--- src/rtl/fb_stream_timing.sv ---
// Raster timing generator that paces a valid/ready pixel stream onto RGB + HS/VS/DE outputs.
// Video outputs are registered one cycle behind the counters; an underrun blanks the rest of the frame.
module fb_stream_timing #(
  parameter int          pHRES    = 1280,
  parameter int          pVRES    = 720,
  parameter int          pHTOTAL  = 1354,
  parameter int          pVTOTAL  = 910,
  parameter int          pHSS     = 1300,
  parameter int          pHSE     = 1340,
  parameter int          pVSS     = 778,
  parameter int          pVSE     = 782,
  parameter int          pFMT     = 0,
  parameter int          pDATA_W  = 15,
  parameter int          pHS_POL  = 1,
  parameter int          pVS_POL  = 1,
  parameter logic [15:0] pCNT_SAT = 16'hFFFF
) (
  input  logic               iCLK,
  input  logic               iRESETn,
  input  logic               iFB_START,
  input  logic [pDATA_W-1:0] iFB_DATA,
  input  logic               iFB_DATAVALID,
  output logic               oFB_READY,
  input  logic               iCLR_ERR,
  output logic [7:0]         oRED,
  output logic [7:0]         oGRN,
  output logic [7:0]         oBLU,
  output logic               oHS,
  output logic               oVS,
  output logic               oDE,
  output logic               oSOF,
  output logic               oUNDERRUN,
  output logic [15:0]        oUNDERRUN_CNT
);

  // One spare bit so exclusive sync ends equal to the total still fit.
  localparam int HW = $clog2(pHTOTAL + 1);
  localparam int VW = $clog2(pVTOTAL + 1);

  localparam logic [HW-1:0] H_LAST = HW'(pHTOTAL - 1);
  localparam logic [HW-1:0] H_RES  = HW'(pHRES);
  localparam logic [HW-1:0] H_LPIX = HW'(pHRES - 1);
  localparam logic [HW-1:0] H_SS   = HW'(pHSS);
  localparam logic [HW-1:0] H_SE   = HW'(pHSE);
  localparam logic [VW-1:0] V_LAST = VW'(pVTOTAL - 1);
  localparam logic [VW-1:0] V_RES  = VW'(pVRES);
  localparam logic [VW-1:0] V_LPIX = VW'(pVRES - 1);
  localparam logic [VW-1:0] V_SS   = VW'(pVSS);
  localparam logic [VW-1:0] V_SE   = VW'(pVSE);
  localparam logic          HS_ON  = 1'(pHS_POL);
  localparam logic          VS_ON  = 1'(pVS_POL);

  typedef enum logic [1:0] {
    S_WAIT_SOF,
    S_ARMED,
    S_ACTIVE,
    S_FLUSH
  } state_t;

  state_t          state_q, state_d;
  logic [HW-1:0]   h_cnt_q, h_cnt_d;
  logic [VW-1:0]   v_cnt_q, v_cnt_d;
  logic            h_wrap, v_wrap, de, vblank;
  logic            fb_rdy, pix_load, underrun;
  logic [23:0]     dat_ext, rgb_d, rgb_q;
  logic            de_q, hs_q, vs_q, sof_q;
  logic            err_q, err_d;
  logic [15:0]     err_cnt_q, err_cnt_d;

  function automatic logic [7:0] x5(input logic [4:0] f);
    return {f, f[4:2]};
  endfunction

  function automatic logic [7:0] x6(input logic [5:0] f);
    return {f, f[5:4]};
  endfunction

  assign h_wrap = (h_cnt_q == H_LAST);
  assign v_wrap = (v_cnt_q == V_LAST);
  assign de     = (h_cnt_q < H_RES) && (v_cnt_q < V_RES);
  assign vblank = (v_cnt_q >= V_RES);

  always_comb begin
    h_cnt_d = h_wrap ? '0 : h_cnt_q + HW'(1);
    v_cnt_d = v_cnt_q;
    if (h_wrap) begin
      v_cnt_d = v_wrap ? '0 : v_cnt_q + VW'(1);
    end
  end

  always_comb begin
    state_d  = state_q;
    fb_rdy   = 1'b0;
    pix_load = 1'b0;
    underrun = 1'b0;
    case (state_q)
      S_WAIT_SOF: begin
        fb_rdy = vblank & iFB_START;
        if (fb_rdy && iFB_DATAVALID) state_d = S_ARMED;
      end
      S_ARMED: begin
        if (h_wrap && v_wrap) state_d = S_ACTIVE;
      end
      S_ACTIVE: begin
        fb_rdy = de & ~iFB_START;
        // A START inside the active area counts as missing data for this pixel.
        if (de && (!iFB_DATAVALID || iFB_START)) begin
          underrun = 1'b1;
          state_d  = S_FLUSH;
        end else if (fb_rdy && iFB_DATAVALID) begin
          pix_load = 1'b1;
          if (h_cnt_q == H_LPIX && v_cnt_q == V_LPIX) state_d = S_WAIT_SOF;
        end
      end
      S_FLUSH: begin
        fb_rdy = ~iFB_START | vblank;
        if (fb_rdy && iFB_DATAVALID && iFB_START) state_d = S_ARMED;
      end
      default: state_d = S_WAIT_SOF;
    endcase
  end

  always_comb begin
    dat_ext = 24'(iFB_DATA);
    case (pFMT)
      1:       rgb_d = {x5(dat_ext[15:11]), x6(dat_ext[10:5]), x5(dat_ext[4:0])};
      2:       rgb_d = dat_ext;
      default: rgb_d = {x5(dat_ext[14:10]), x5(dat_ext[9:5]), x5(dat_ext[4:0])};
    endcase
  end

  always_comb begin
    err_d     = err_q;
    err_cnt_d = err_cnt_q;
    if (underrun) begin
      err_d     = 1'b1;
      err_cnt_d = iCLR_ERR ? 16'd1 :
                  (err_cnt_q == pCNT_SAT) ? err_cnt_q : err_cnt_q + 16'd1;
    end else if (iCLR_ERR) begin
      err_d     = 1'b0;
      err_cnt_d = 16'd0;
    end
  end

  always_ff @(posedge iCLK or negedge iRESETn) begin
    if (!iRESETn) begin
      h_cnt_q   <= '0;
      v_cnt_q   <= '0;
      state_q   <= S_WAIT_SOF;
      de_q      <= 1'b0;
      hs_q      <= ~HS_ON;
      vs_q      <= ~VS_ON;
      sof_q     <= 1'b0;
      rgb_q     <= '0;
      err_q     <= 1'b0;
      err_cnt_q <= '0;
    end else begin
      h_cnt_q   <= h_cnt_d;
      v_cnt_q   <= v_cnt_d;
      state_q   <= state_d;
      de_q      <= de;
      hs_q      <= (h_cnt_q >= H_SS && h_cnt_q < H_SE) ? HS_ON : ~HS_ON;
      vs_q      <= (v_cnt_q >= V_SS && v_cnt_q < V_SE) ? VS_ON : ~VS_ON;
      sof_q     <= (h_cnt_q == '0) && (v_cnt_q == '0);
      rgb_q     <= pix_load ? rgb_d : '0;
      err_q     <= err_d;
      err_cnt_q <= err_cnt_d;
    end
  end

  assign oFB_READY     = fb_rdy;
  assign oRED          = rgb_q[23:16];
  assign oGRN          = rgb_q[15:8];
  assign oBLU          = rgb_q[7:0];
  assign oHS           = hs_q;
  assign oVS           = vs_q;
  assign oDE           = de_q;
  assign oSOF          = sof_q;
  assign oUNDERRUN     = err_q;
  assign oUNDERRUN_CNT = err_cnt_q;

endmodule
--- config.mk ---
export PLATFORM = sky130hd
export DESIGN_NAME = fb_stream_timing
export DESIGN_NICKNAME = d
export VERILOG_FILES = /design/src/rtl/fb_stream_timing.sv
export SDC_FILE = /design/constraint.sdc
export NUM_CORES = 1
export LEC_CHECK = 0
export ABC_AREA = 1
export CORE_ASPECT_RATIO = 1.1
export CORE_MARGIN = 2
export CORE_UTILIZATION = 51
export CTS_BUF_LIST = sky130_fd_sc_hd__clkbuf_4 sky130_fd_sc_hd__clkbuf_8
export CTS_CLUSTER_DIAMETER = 40
export DETAILED_ROUTE_END_ITERATION = 16
export GPL_TIMING_DRIVEN = 0
export PLACE_DENSITY = 0.81
export SKIP_CTS_REPAIR_TIMING = 1
export SLEW_MARGIN = 20
export SYNTH_ARGS = -nofsm -noshare
export SYNTH_HDL_FRONTEND = slang
export SYNTH_SLANG_ARGS = --single-unit
--- constraint.sdc ---
create_clock -name iCLK -period 4.8 [get_ports iCLK]
set_input_delay 0.96 -clock iCLK [delete_from_list [all_inputs] [get_ports iCLK]]
set_output_delay 0.96 -clock iCLK [all_outputs]
set_load 0.02 [all_outputs]
==> results.md <==
- Tcrit/Tclk final: 71.5%
- Clock power share: between 50% and 60%
- Drt wl/cell: between 10 and 15 um
- WHS: 0.488 ns
- Largest net degree at the start of global routing: 32
- Yosys warning total: 0
- Switching portion of total power: 19.8%
- Yosys reg bits: just under 60
- # diodes: 0
- Synth cell types: 29
- Yosys top cell by area: dfrtp_1
- Share of layout cells above drive strength 1: 9.38%
- Worst slew margin: roughly two thirds
- Top cell type's share of synthesized area: around 44%
- Final Worst Setup Slack: about 1.4 ns
- Final net count: approximately 540
- Setup crit end kind: primary output
- CTS buffer count: 9
- Pre-CTS setup slack: between 1 and 1.5 ns
- CP Class: in -> out
- H-tree depth: 3
- Area of the multi-input gates: between 1000 and 1500 um^2
- Overall power: roughly 1.1 mW
- IR Drop Worst-Case VDD: 0.000178 V
- Met3 WL: roughly 480 um
- CTS max path bufs: 2
- HPWL after DPL: 5740 um
- Setup violators final: 0
- Commonest cells after routing, fill and taps aside: nand2_1, inv_1, clkdlybuf4s50_1
- DIE HEIGHT: roughly 89 um
- P per Cell Area: roughly 250 nW/um^2
- CTS Sinks: 59
- Vias/cell: 5.24
- Combinational Power Share: 3.6%
- Fin. Hold Viols: 0
- Drc violations: 0
- Layout fillers: slightly above 500
- Number of global-route vias before repair: 2,978
- Worst Hold Class: reg -> reg
- Syn-to-layout area delta: 30.5%
- Syn Area/Cell: roughly 7.7 um^2
- Post-synthesis net count: around 460
- Flop pwr share: approximately 45%
- Chip width: 81.0 um
- Final ANT Viol Nets: 0
- Detailed Routing Iterations Pass 1: 7
- Fin crit period: between 3 and 4 ns
- Synth area leaders: dfrtp_1, nand2_1, inv_1
- Clock Latency Late Sink: about 0.34 ns
- Worst endpoint data arrival time: 2.47 ns
- Die ar.: ~7200 um^2
- Pint: between 0.8 and 0.9 mW
- Tightest Pin Transition: between 0.4 and 0.5 ns
- Row Count: 30
- Vias: around 3,100
- Initial Utilization: a little over half
- Total gr overflow: 0
- Max Used Layer: met4
- Status: completed
- Setup TNS Final: 0 ns
- I/O pins: between 60 and 70
- Net Switching: 0.217 mW
- Metal-1 WL: between 3000 and 4000 um
- CP Max Fanout: 4
- RSZ-0062 raised after global routing: no
- FF/Latch Area: around 1500 um^2
- Max Slew Vio Count: 0
- Fin cells: 592
- Max_cap viols: 0
- Leakage power figure: around 2.1 nW
- DRC violation total after the first TritonRoute iteration: 242
- Total Routed Length: 7790 um
- Clock skew: approximately 0.014 ns
- Post-synthesis instance total: 430
- First-pass GRT wire length: 13,000 um
- Placed Cells: roughly 580
- Clk Tree Root Cell: clkbuf_8
- Critical path data required time: between 3 and 4 ns
- Crit start category: input pin
- Initial antenna violation count: 0
- Post-synthesis sequential area ratio: ~44%
- Syn Std Cell Area: roughly 3300 um^2
- Routability congestion estimate: 0.927
- Met2 wire len: about 3800 um
- Std-Cell Core Area: around 6200 um^2
- Global Route Usage Sum: between 20% and 30%
- CTS tree: built
- Fmax: roughly 290 MHz
- Clock transition at path regs: ~0.06 ns
- PortBufs: between 60 and 70
- Commonest non-fill, non-tap cell in the layout: nand2_1
path summary, 6_finish.rpt:
kind / slack, ns / to / from / depth (start not counted)
max in group asynchronous: 3.75 / oUNDERRUN / iRESETn / 2
setup reg to reg: 2.76 / oUNDERRUN_CNT[0] / oUNDERRUN_CNT[0] / 11
min in group asynchronous: 0.55 / v_cnt_q[0] / iRESETn / 1
hold / removal: 0.49 / oUNDERRUN / oUNDERRUN / 2
hold reg to reg: 0.49 / oUNDERRUN / oUNDERRUN / 2
setup / recovery: 1.37 / oFB_READY / iFB_START / 5
through the flow:
stage | utilization, % | cell area (um^2)
finish | 69.7 | 4340
global route | 69.7 | 4340
CTS | 69.7 | 4340
detailed placement | 65.7 | 4100
global placement | 65.5 | 4080
floorplan | - | 3330
critical path, stage by stage:
cell             delay, ns
clkdlybuf4s50_1       0.44
inv_1                 0.13
o21ai_0               0.12
a31oi_1               0.18
clkdlybuf4s50_1       0.64
logic make-up (layout without fill, tap and decap cells):
| kind of cell | after synthesis | count (layout) | synth area share [%] |
|---|---|---|---|
| adders and majority gates | 11 | 11 | 4.14 |
| xor gates and xnor gates | 11 | 11 | 2.89 |
| and+or+nand+nor | 220 | 220 | 30.2 |
| DFF | 59 | 59 | 44.4 |
| AOI/OAI and AO/OA | 36 | 36 | 6.54 |
| buffers and inverters | 93 | 175 | 11.8 |
power groups by stage:
stage / Clock, mW / Sequential [mW] / Combinational, mW
6_report: 0.559 / 0.497 / 0.0389
5_1_grt: 0.595 / 0.497 / 0.0432
4_1_cts: 0.571 / 0.497 / 0.0398
3_5_place_dp: 0 / 0.506 / 0.0395
3_3_place_gp: 0 / 0.507 / 0.0368
2_1_floorplan: 0 / 0.507 / 0.00905
cell type report:
cell class | count | share of cell area [%]
Buffer | 15 | 2.33
Clock buffer | 11 | 3.34
Clock inverter | 5 | 2.31
Inverter | 78 | 6.74
Multi-Input combinational cell | 278 | 33.6
Sequential cell | 59 | 34.0
Tap cell | 80 | 2.31
Timing Repair Buffer | 66 | 15.4
sequential cells by signal, indices dropped and copies added, names as in the netlist:
name / count
oUNDERRUN_CNT: 16
rgb_q: 15
h_cnt_q: 11
v_cnt_q: 10
state_q: 2
oDE: 1
oHS: 1
oSOF: 1
oUNDERRUN: 1
oVS: 1
synth_stat cells:
master and count:
a2111oi_0 1, a21oi_1 9, a31oi_1 1, buf_2 3
buf_4 9, buf_6 1, clkbuf_1 2, clkinv_1 1
dfrtp_1 59, ha_1 11, inv_1 77, nand2_1 79
nand2_2 2, nand2_4 2, nand3_1 36, nand3b_1 1
nand4_1 23, nand4_4 1, nor2_1 56, nor2_2 2
nor2_4 1, nor3_1 15, nor4_1 1, o211ai_1 1
o21ai_0 16, o21ai_2 8, or2_2 1, xnor2_1 2
xor2_1 9
per-layer routing:
metal / vias up / GRT usage (%)
met4: 0 / 12.6
met5: - / 0
met2: 114 / 40.3
met1: 1454 / 28.0
met3: 15 / 4.18
li1: 1519 / -
Power figures use the tool's default switching activity.
